$ cat src/rtl/mips_shift_pipe.sv
// Pipelined logarithmic barrel shifter (SLL/SRL/SRA/ROR) with valid/ready on both sides.
// A register slot follows every STAGES_PER_REG shift stages; the last slot drives the outputs.
module mips_shift_pipe #(
  parameter int WIDTH          = 32,
  parameter int STAGES_PER_REG = 2,
  parameter int TAG_W          = 5
) (
  input  logic                       clk,
  input  logic                       rst,
  input  logic                       in_valid,
  output logic                       in_ready,
  input  logic [WIDTH-1:0]           shift_in,
  input  logic [$clog2(WIDTH)-1:0]   shift_amount,
  input  logic [1:0]                 shift_op,
  input  logic [TAG_W-1:0]           tag_in,
  output logic                       out_valid,
  input  logic                       out_ready,
  output logic [WIDTH-1:0]           shift_out,
  output logic [TAG_W-1:0]           tag_out
);

  localparam int unsigned N   = $clog2(WIDTH);
  localparam int unsigned SPR = STAGES_PER_REG;
  localparam int unsigned L   = (N + SPR - 1) / SPR;

  typedef enum logic [1:0] {
    OP_SLL = 2'b00,
    OP_SRL = 2'b01,
    OP_SRA = 2'b10,
    OP_ROR = 2'b11
  } op_e;

  // Applies shift stages lo..hi-1 (stage k moves by 2^k when amt[k] is set).
  function automatic logic [WIDTH-1:0] shift_stages(
    input logic [WIDTH-1:0] d,
    input logic [N-1:0]     amt,
    input logic [1:0]       op,
    input logic             sgn,
    input int unsigned      lo,
    input int unsigned      hi
  );
    logic [WIDTH-1:0] r;
    int unsigned      s;
    r = d;
    for (int unsigned k = 0; k < N; k++) begin
      if (k >= lo && k < hi && amt[k]) begin
        s = 1 << k;
        case (op_e'(op))
          OP_SLL:  r = r << s;
          OP_SRL:  r = r >> s;
          OP_SRA:  r = (r >> s) | ({WIDTH{sgn}} << (WIDTH - s));
          default: r = (r >> s) | (r << (WIDTH - s));
        endcase
      end
    end
    return r;
  endfunction

  logic [L-1:0] vld;
  logic [L-1:0] ld;
  logic         ld_down;

  // Load enables ripple back from out_ready so an empty slot fills even while downstream stalls.
  always_comb begin
    ld      = '0;
    ld_down = out_ready;
    for (int unsigned j = 0; j < L; j++) begin
      ld[L-1-j] = !vld[L-1-j] || ld_down;
      ld_down   = ld[L-1-j];
    end
  end

  assign in_ready = ld[0];

  for (genvar i = 0; i < L; i++) begin : g_slot
    localparam int unsigned LO = i * SPR;
    localparam int unsigned HI = ((i + 1) * SPR > N) ? N : (i + 1) * SPR;

    logic             vin;
    logic [WIDTH-1:0] din;
    logic [N-1:0]     ain;
    logic [1:0]       opin;
    logic             sgnin;
    logic [TAG_W-1:0] tagin;

    logic             vld_q;
    logic [WIDTH-1:0] data_q;
    logic [TAG_W-1:0] tag_q;

    if (i == 0) begin : g_src
      assign vin   = in_valid;
      assign din   = shift_in;
      assign ain   = shift_amount;
      assign opin  = shift_op;
      assign sgnin = shift_in[WIDTH-1];
      assign tagin = tag_in;
    end else begin : g_src
      assign vin   = g_slot[i-1].vld_q;
      assign din   = g_slot[i-1].data_q;
      assign ain   = g_slot[i-1].g_meta.amt_q;
      assign opin  = g_slot[i-1].g_meta.op_q;
      assign sgnin = g_slot[i-1].g_meta.sgn_q;
      assign tagin = g_slot[i-1].tag_q;
    end

    always_ff @(posedge clk or posedge rst) begin
      if (rst) begin
        vld_q  <= 1'b0;
        data_q <= '0;
        tag_q  <= '0;
      end else if (ld[i]) begin
        vld_q <= vin;
        if (vin) begin
          data_q <= shift_stages(din, ain, opin, sgnin, LO, HI);
          tag_q  <= tagin;
        end
      end
    end

    // Op, amount and captured sign only travel to slots that still have stages to apply.
    if (i < L - 1) begin : g_meta
      logic [N-1:0] amt_q;
      logic [1:0]   op_q;
      logic         sgn_q;
      always_ff @(posedge clk or posedge rst) begin
        if (rst) begin
          amt_q <= '0;
          op_q  <= '0;
          sgn_q <= 1'b0;
        end else if (ld[i] && vin) begin
          amt_q <= ain;
          op_q  <= opin;
          sgn_q <= sgnin;
        end
      end
    end

    assign vld[i] = vld_q;
  end

  assign out_valid = g_slot[L-1].vld_q;
  assign shift_out = g_slot[L-1].data_q;
  assign tag_out   = g_slot[L-1].tag_q;

endmodule

$ cat config.mk
export PLATFORM = sky130hd
export DESIGN_NAME = mips_shift_pipe
export DESIGN_NICKNAME = d
export VERILOG_FILES = /design/src/rtl/mips_shift_pipe.sv
export SDC_FILE = /design/constraint.sdc
export NUM_CORES = 1
export LEC_CHECK = 0
export ABC_AREA = 1
export BUFFER_PORTS_ARGS = -buffer_cell sky130_fd_sc_hd__buf_2
export CAP_MARGIN = 25
export CORE_MARGIN = 1
export CORE_UTILIZATION = 38
export CTS_CLUSTER_DIAMETER = 60
export DETAILED_ROUTE_END_ITERATION = 6
export SYNTH_ARGS = -nofsm -noshare
export SYNTH_HDL_FRONTEND = slang
export SYNTH_SLANG_ARGS = --single-unit
$ cat constraint.sdc
create_clock -name clk -period 6.3 [get_ports clk]
set_input_delay 0.63 -clock clk [delete_from_list [all_inputs] [get_ports clk]]
set_output_delay 0.63 -clock clk [all_outputs]
set_load 0.05 [all_outputs]
; ---- After elaboration in Yosys (flattened, before gate mapping)
; Index checks and enable logic that the tools add are counted.
[word_totals]
inputBits = 48
mem_bits_ro = 0
regBits = 130
word_cells = 59
mem_count = 0
output_inout_bits = 39
latchBits = 0
ramBits = 0
[op_classes]
n_div = 0
n_mux = 14
n_lt_le_gt_ge = 0
n_eq_ne = 6
shift = 0
add_sub_neg = 0
n_mul = 0
n_reduce_logical = 14
bitwise_logic = 10
[ops]
columns = operator, n
row1 = $pmux W32 S3, 5
row2 = $mux W32, 9
row3 = $or A16 B32 Y32, 2
row4 = $or A24 B32 Y32, 2
row5 = $or A28 B32 Y32, 2
row6 = $or A30 B32 Y32, 2
row7 = $or A31 B32 Y32, 2
row8 = $eq A2 B1 Y1 const B, 3
row9 = $eq A2 B2 Y1 const B, 3
row10 = $logic_not A2 Y1, 3
row11 = $reduce_and A2 Y1, 3
row12 = $logic_not A1 Y1, 3
row13 = $logic_or A1 B1 Y1, 3
row14 = $logic_and A1 B1 Y1, 2

; ---- Longest topological paths before layout
; Gate-level depths: netlist (run 1).
[depth]
ltp_word = 8
mapped_depth = 10
ltp_nobuf = 9

; ---- Worst setup path before layout (run 1)
; No wires, ideal clock.
[synth_path]
path_kind = reg-to-reg
startpoint = register g_slot[2].vld_q (netlist: out_valid)
endpoint = register g_slot[0].data_q[25]
t_arrival_ns = 2.075
path_buffers = 2
setup_slack_ns = 4.108
setup_time_ns = 0.117
stages_incl_launch_ff = 8
period_less_slack_ns = 2.192
required_time_ns = 6.183
cell_sequence = dfrtp_1 > nand4_1 > nand2_1 > inv_1 > buf_2 > buf_2 > nand2_1 > nand2_1
[synth_via]
elab_chain_len = 5
[synth_lines]
columns = item, line_no
row1 = start: declaration, 86  ; logic vld_q;
row2 = start signal: assignment, 112  ; vld_q <= vin;
row3 = $logic_not A1 Y1, 68  ; ld[L-1-j] = !vld[L-1-j] || ld_down;
row4 = $logic_or A1 B1 Y1 (3 in series), 68
row5 = via in_ready, 11  ; output logic in_ready,
row6 = $reduce_and A2 Y1 (no source line), -
row7 = end signal: assignment, 114  ; data_q <= shift_stages(din, ain, opin, sgnin, LO, HI);
row8 = end: declaration, 87  ; logic [WIDTH-1:0] data_q;
; The timed path passes the listed nets, and every way through them passes these cells.
; A chain may end at the register's enable or synchronous reset.

; ---- Worst setup path after layout (run 1)
[layout_path]
startpoint = register g_slot[0].g_meta.amt_q[2]
endpoint = register g_slot[1].data_q[17]
[layout_via]
elab_chain_len = 6
word_cells_on_any_way = 7
cone_classes = mux (5) / bitwise (2)
[layout_lines]
columns = item, line_no
row1 = start: declaration, 122  ; logic [N-1:0] amt_q;
row2 = start signal: assignment, 131  ; amt_q <= ain;
row3 = $mux W32 *, 46  ; if (k >= lo && k < hi && amt[k]) begin
row4 = $mux W32 *, 113  ; if (vin) begin
row5 = $mux W32 *, 111  ; end else if (ld[i]) begin
row6 = "$or A24 B32 Y32, on equally long branches", "52, 51"
row7 = $pmux W32 S3, 48  ; case (op_e'(op))
row8 = $mux W32 *, 46
row9 = end signal: assignment, 114
row10 = end: declaration, 87
; Mark *: on every way between the ends. The rest lies on a longest branch, timed or not. The select of a mux whose other input is x is not followed.

==> results of run 1 <==
==> area by class of cell <==
cell class | instances | area (µm²)
Timing Repair Buffer | 99 | 548.0
Clock inverter | 10 | 112.6
Clock buffer | 22 | 474.2
Multi-Input combinational cell | 867 | 3984
Fill cell | 2160 | 11280
Tap cell | 270 | 337.8
Inverter | 88 | 332.8
Sequential cell | 124 | 3103
==> logic make-up (layout without fill, tap and decap cells) <==
kind of cell / Yosys count / in the layout / synth area share (%)
compound gates: 209 / 209 / 14.61
flops: 124 / 124 / 39.69
buf+inv: 162 / 219 / 9.347
simple gates: 657 / 657 / 36.24
xor+xnor: 1 / 1 / 0.1121
==> registers in the layout (all words and copies together) (netlist names) <==
name / flops
g_slot.data_q: 64
shift_out: 32
g_slot.tag_q: 10
tag_out: 5
g_slot.g_meta.amt_q: 4
g_slot.g_meta.op_q: 4
g_slot.g_meta.sgn_q: 2
g_slot.vld_q: 2
out_valid: 1
==> through the flow <==
step	hold slack, ns	util, %	cells	power, W
global placement	0.4585	41.04	1447	0.002906
floorplan	0.4422	-	1153	0.002516
detailed placement	0.4616	41.04	1447	0.002919
finish	0.1887	44.09	1480	0.003889
CTS	0.3995	43.95	1479	0.003905
global route	0.2178	44.09	1480	0.004154
==> worst paths after layout <==
check	slack (ns)	cells after the start	to	startpoint
max in group asynchronous	4.87	4	g_slot[1].data_q[29]	rst
max reg2reg	3.85	7	g_slot[1].data_q[17]	g_slot[0].g_meta.amt_q[2]
min in group clk	0.41	3	g_slot[0].g_meta.amt_q[3]	shift_amount[3]
max	3.85	7	g_slot[1].data_q[17]	g_slot[0].g_meta.amt_q[2]
min	0.19	2	tag_out[4]	rst
min reg2reg	0.47	2	shift_out[23]	shift_out[23]
==> cell usage after synthesis, types with 9 or more instances <==
library cell,n
or2_2,11
nor2_1,91
inv_1,84
o211ai_1,20
dfrtp_1,124
nand2_1,331
clkbuf_1,20
nand3_1,207
o21ai_0,77
a31oi_1,9
a21oi_1,84
buf_2,32
o21ai_1,9
==> per-layer routing <==
metal / track usage [%] / share of wire (%) / vias to the layer above
li1: - / - / 3896
met1: 30.43 / 47 / 3542
met2: 34.88 / 47 / 228
met3: 3.856 / 5.0 / 33
met4: 6.368 / 1.8 / 0
met5: 0 / 0 / -
==> where the power goes <==
group          internal [W]  switching [W]  leakage [nW]
clock network      0.000612       0.000365         0.286
logic              0.000428        0.00116          2.69
registers           0.00109       0.000234          1.48
==> impl_metrics.json, run 1 <==
{
  "wirelength_um": 22250,
  "cp_top_family": "flip-flops",
  "ctsLongestPathBuffers": 2,
  "viasPerCell": 5.202,
  "violations": "DRC",
  "die_w_um": 145.4,
  "tns_ns": 0,
  "boundaryPins": 87,
  "nets": 1245,
  "final_area_um2": 8892,
  "port_buffers": 86,
  "clkTransAtPathRegs_ns": 0.06,
  "drt-initial-drc-count": 550,
  "fmax_ghz": 0.4082,
  "drcViolationCount": 1,
  "yosysUniqueCellTypes": 30,
  "critPathMaxStageDelay_ns": 0.95,
  "final_cell_mix": "nand2_1, nand3_1, dfrtp_1",
  "holdCritPathClass": "primary input to async pin",
  "setup_viol": 0,
  "outcome": "finished with violations",
  "synthArstFlopShare_pct": 100.0,
  "avgSynthCellArea_um2": 6.780,
  "num_rows": 52,
  "synth_top_area_cell": "dfrtp_1",
  "layout_min_cycle_time_ns": 2.450,
  "mostFrequentLayoutCell": "nand2_1",
  "cp-end-kind": "flip-flop",
  "finalHoldViolations": 0,
  "slew_violations": 0,
  "dp_hpwl_um": 15690,
  "drive_above_1_share_pct": 13.55,
  "die_y_um": 145.4,
  "grt_pass1_vias": 7170,
  "worst_ep_required_time_ns": 6.61,
  "maxSlewHeadroom_pct": 28.24,
  "skew_ns": 0.01275,
  "synth_seq_cells": 124,
  "fin_ws_ns": 3.850,
  "arrival_ns": 2.76,
  "cap_violations": 0,
  "dr.pass1.iters": 7,
  "cts_tree": "built",
  "cp_max_fo": 45,
  "grt_pass1_wl_um": 37250,
  "dp_slack_ns": 3.694,
  "core_um2": 20170,
  "slowest_stage": "dfrtp_1",
  "diodes": 0,
  "hold_buffers": 0,
  "dpl-instance-area_um2": 8278,
  "cts_sinks": 124,
  "crit_buf_inv": 1,
  "ant_nets": 0,
  "tightest_slew_ns": 1.073,
  "critPathKind": "flip-flop to flip-flop",
  "grt_start_max_net_pins": 77,
  "leakage_nw": 4.456,
  "antenna_found_initial": 0,
  "wl_per_cell_um": 15.03,
  "place_congestion": 0.8896,
  "synth_area_um2": 7817,
  "cts_made_buffers": 17,
  "power_density_nw_per_um2": 437.3,
  "post_cts_buffers": 0,
  "synth_top_area_share_pct": 39.69,
  "dieArea_um2": 21150,
  "rsz0062_at_grt": "false",
  "yosys-top-cells-area": "dfrtp_1, nand2_1, nand3_1",
  "clk_latency_ns": 0.43,
  "syn_inst": 1153,
  "grtUsageTotal_pct": 21.90,
  "htreeDepth": 4,
  "vias": 7699,
  "area_growth_pct": 13.75,
  "ir_drop_mv": 0.1431,
  "synthFlopType": "dfrtp_1",
  "cp-start-kind": "flip-flop",
  "yosysWarningCount": 0,
  "start_util_pct": 38.76,
  "synth_edf_count": 0,
  "path_cells": "inv_2 -> a21oi_1 -> o21ai_0 -> nand3_1 -> nand3_1 -> nand2_1 -> nand2_1",
  "ctsResizeCount": 0,
  "overflow": 0,
  "cts_root_buf": "clkbuf_16",
  "synthesis.nets": 1201,
  "ys_seq_area_share_pct": 39.69,
  "fin_crit_sh_pct": 38.89
}
No activity file was read; power rests on OpenSTA's default activity.
==> run 2: changes to the inputs <==
- clock period: 6.3 -> 2.2 ns (I/O delays scaled with it)
==> run 2 against run 1 <==
  * The flow still finishes with violations (DRC)
  * Utilization grew 1.7 points
  * Setup slack lost 3.5 ns
  * Global-route usage grew 1.6 points
  * Via count grew 2.3%
  * Clock skew grew 0.00073 ns
  * Critical path depth shrank 2
  * Critical path type unchanged
  * Critical endpoint is now g_slot[1].data_q[3]
==> impl_metrics.json, run 2 (same netlist as run 1, synthesis figures left out) <==
{
  "fmax_ghz": 0.5511,
  "diodes": 0,
  "htreeDepth": 4,
  "wl_per_cell_um": 15.63,
  "final_area_um2": 9243,
  "cp-start-kind": "flip-flop",
  "viasPerCell": 5.228,
  "cts_made_buffers": 17,
  "fin_crit_sh_pct": 82.48,
  "arrival_ns": 2.15,
  "core_um2": 20170,
  "outcome": "finished with violations",
  "clk_latency_ns": 0.43,
  "leakage_nw": 4.627,
  "start_util_pct": 38.76,
  "die_w_um": 145.4,
  "wirelength_um": 23540,
  "holdCritPathClass": "primary input to flip-flop",
  "grt_start_max_net_pins": 65,
  "setup_viol": 0,
  "dieArea_um2": 21150,
  "cts_tree": "built",
  "clkTransAtPathRegs_ns": 0.06,
  "drt-initial-drc-count": 560,
  "drive_above_1_share_pct": 15.05,
  "nets": 1271,
  "layoutNonFillerInstCount": 1506,
  "skew_ns": 0.01348,
  "dpl-instance-area_um2": 8557,
  "post_cts_buffers": 0,
  "cap_violations": 0,
  "total_power_w": 0.01164,
  "largest_reg_flops": 64,
  "finalHoldViolations": 0,
  "critPathKind": "flip-flop to flip-flop",
  "mostFrequentLayoutCell": "nand2_1",
  "final_cell_mix": "nand2_1, nand3_1, dfrtp_1",
  "tns_ns": 0,
  "dr.pass1.iters": 7,
  "cts_sinks": 124,
  "antenna_found_initial": 0,
  "rsz0062_at_grt": "false",
  "regMostFlops": "g_slot.data_q",
  "maxSlewHeadroom_pct": 56.54,
  "num_rows": 52,
  "place_congestion": 0.9145,
  "dp_hpwl_um": 17450,
  "ctsLongestPathBuffers": 2,
  "overflow": 0,
  "power_density_nw_per_um2": 1259,
  "grtUsageTotal_pct": 23.50,
  "grt_pass1_vias": 7467,
  "whs_ns": 0.01310,
  "ant_nets": 0,
  "boundaryPins": 87,
  "die_y_um": 145.4,
  "drcViolationCount": 1,
  "cp-end-kind": "flip-flop",
  "worst_ep_required_time_ns": 2.54,
  "vias": 7873,
  "tightest_slew_ns": 0.6511,
  "dp.cells": 1469,
  "slew_violations": 0,
  "port_buffers": 86,
  "ir_drop_mv": 0.5221,
  "layout_min_cycle_time_ns": 1.815,
  "cp_max_fo": 15,
  "area_growth_pct": 18.23,
  "violations": "DRC",
  "grt_pass1_wl_um": 39410,
  "cts_root_buf": "clkbuf_16"
}
[run 2: repair_timing]
item | 4_1_cts | 5_1_grt
hold buffers | 5 | 0
gates resized for setup | 0 | 0
endpoints found under the hold margin | 128 | 0
[run 2: layout make-up]
| class | instances | area [µm²] |
|---|---|---|
| clock buffer | 18 | 429.2 |
| clock inverter | 14 | 206.4 |
| fill | 2129 | 10930 |
| inverter | 88 | 334.1 |
| multi-input combinational | 867 | 3984 |
| sequential | 124 | 3103 |
| tap | 270 | 337.8 |
| timing repair buffer | 125 | 848.3 |
[run 2: through the flow]
step	utilization, %	worst slack, ns
CTS	45.83	0.3651
floorplan	-	0.008094
global route	45.83	0.2166
global placement	42.43	0.4706
detailed placement	42.43	0.3779
finish	45.83	0.3854
[run 2: final timing paths]
| check | start | end | slack (ns) | depth (start not counted) |
|---|---|---|---|---|
| max in group asynchronous | rst | g_slot[1].data_q[13] | 1.43 | 4 |
| hold reg to reg | shift_out[19] | shift_out[19] | 0.47 | 2 |
| setup reg to reg | g_slot[0].g_meta.amt_q[3] | g_slot[1].data_q[3] | 0.39 | 5 |
| hold / removal | tag_in[4] | g_slot[0].tag_q[4] | 0.01 | 3 |
| min in group asynchronous | rst | tag_out[1] | 0.45 | 4 |
| setup / recovery | g_slot[0].g_meta.amt_q[3] | g_slot[1].data_q[3] | 0.39 | 5 |
[run 2: power by group]
part | switching [W] | internal, W
registers | 0.000654 | 0.00311
logic | 0.00344 | 0.00137
clock network | 0.00113 | 0.00192
[run 2: routing by layer]
layer	vias up	track usage, %	part of all wire, %
met2	193	37.28	47
li1	3952	-	-
met3	27	3.824	3.7
met4	0	7.895	1.9
met5	-	0	0
met1	3701	32.59	48
[run 2: worst max-delay path: stages, from the launching register on]
cell,delay [ns]
dfrtp_1,0.42
inv_2,0.16
nor2_1,0.54
buf_4,0.32
nand3_1,0.12
a22oi_1,0.17
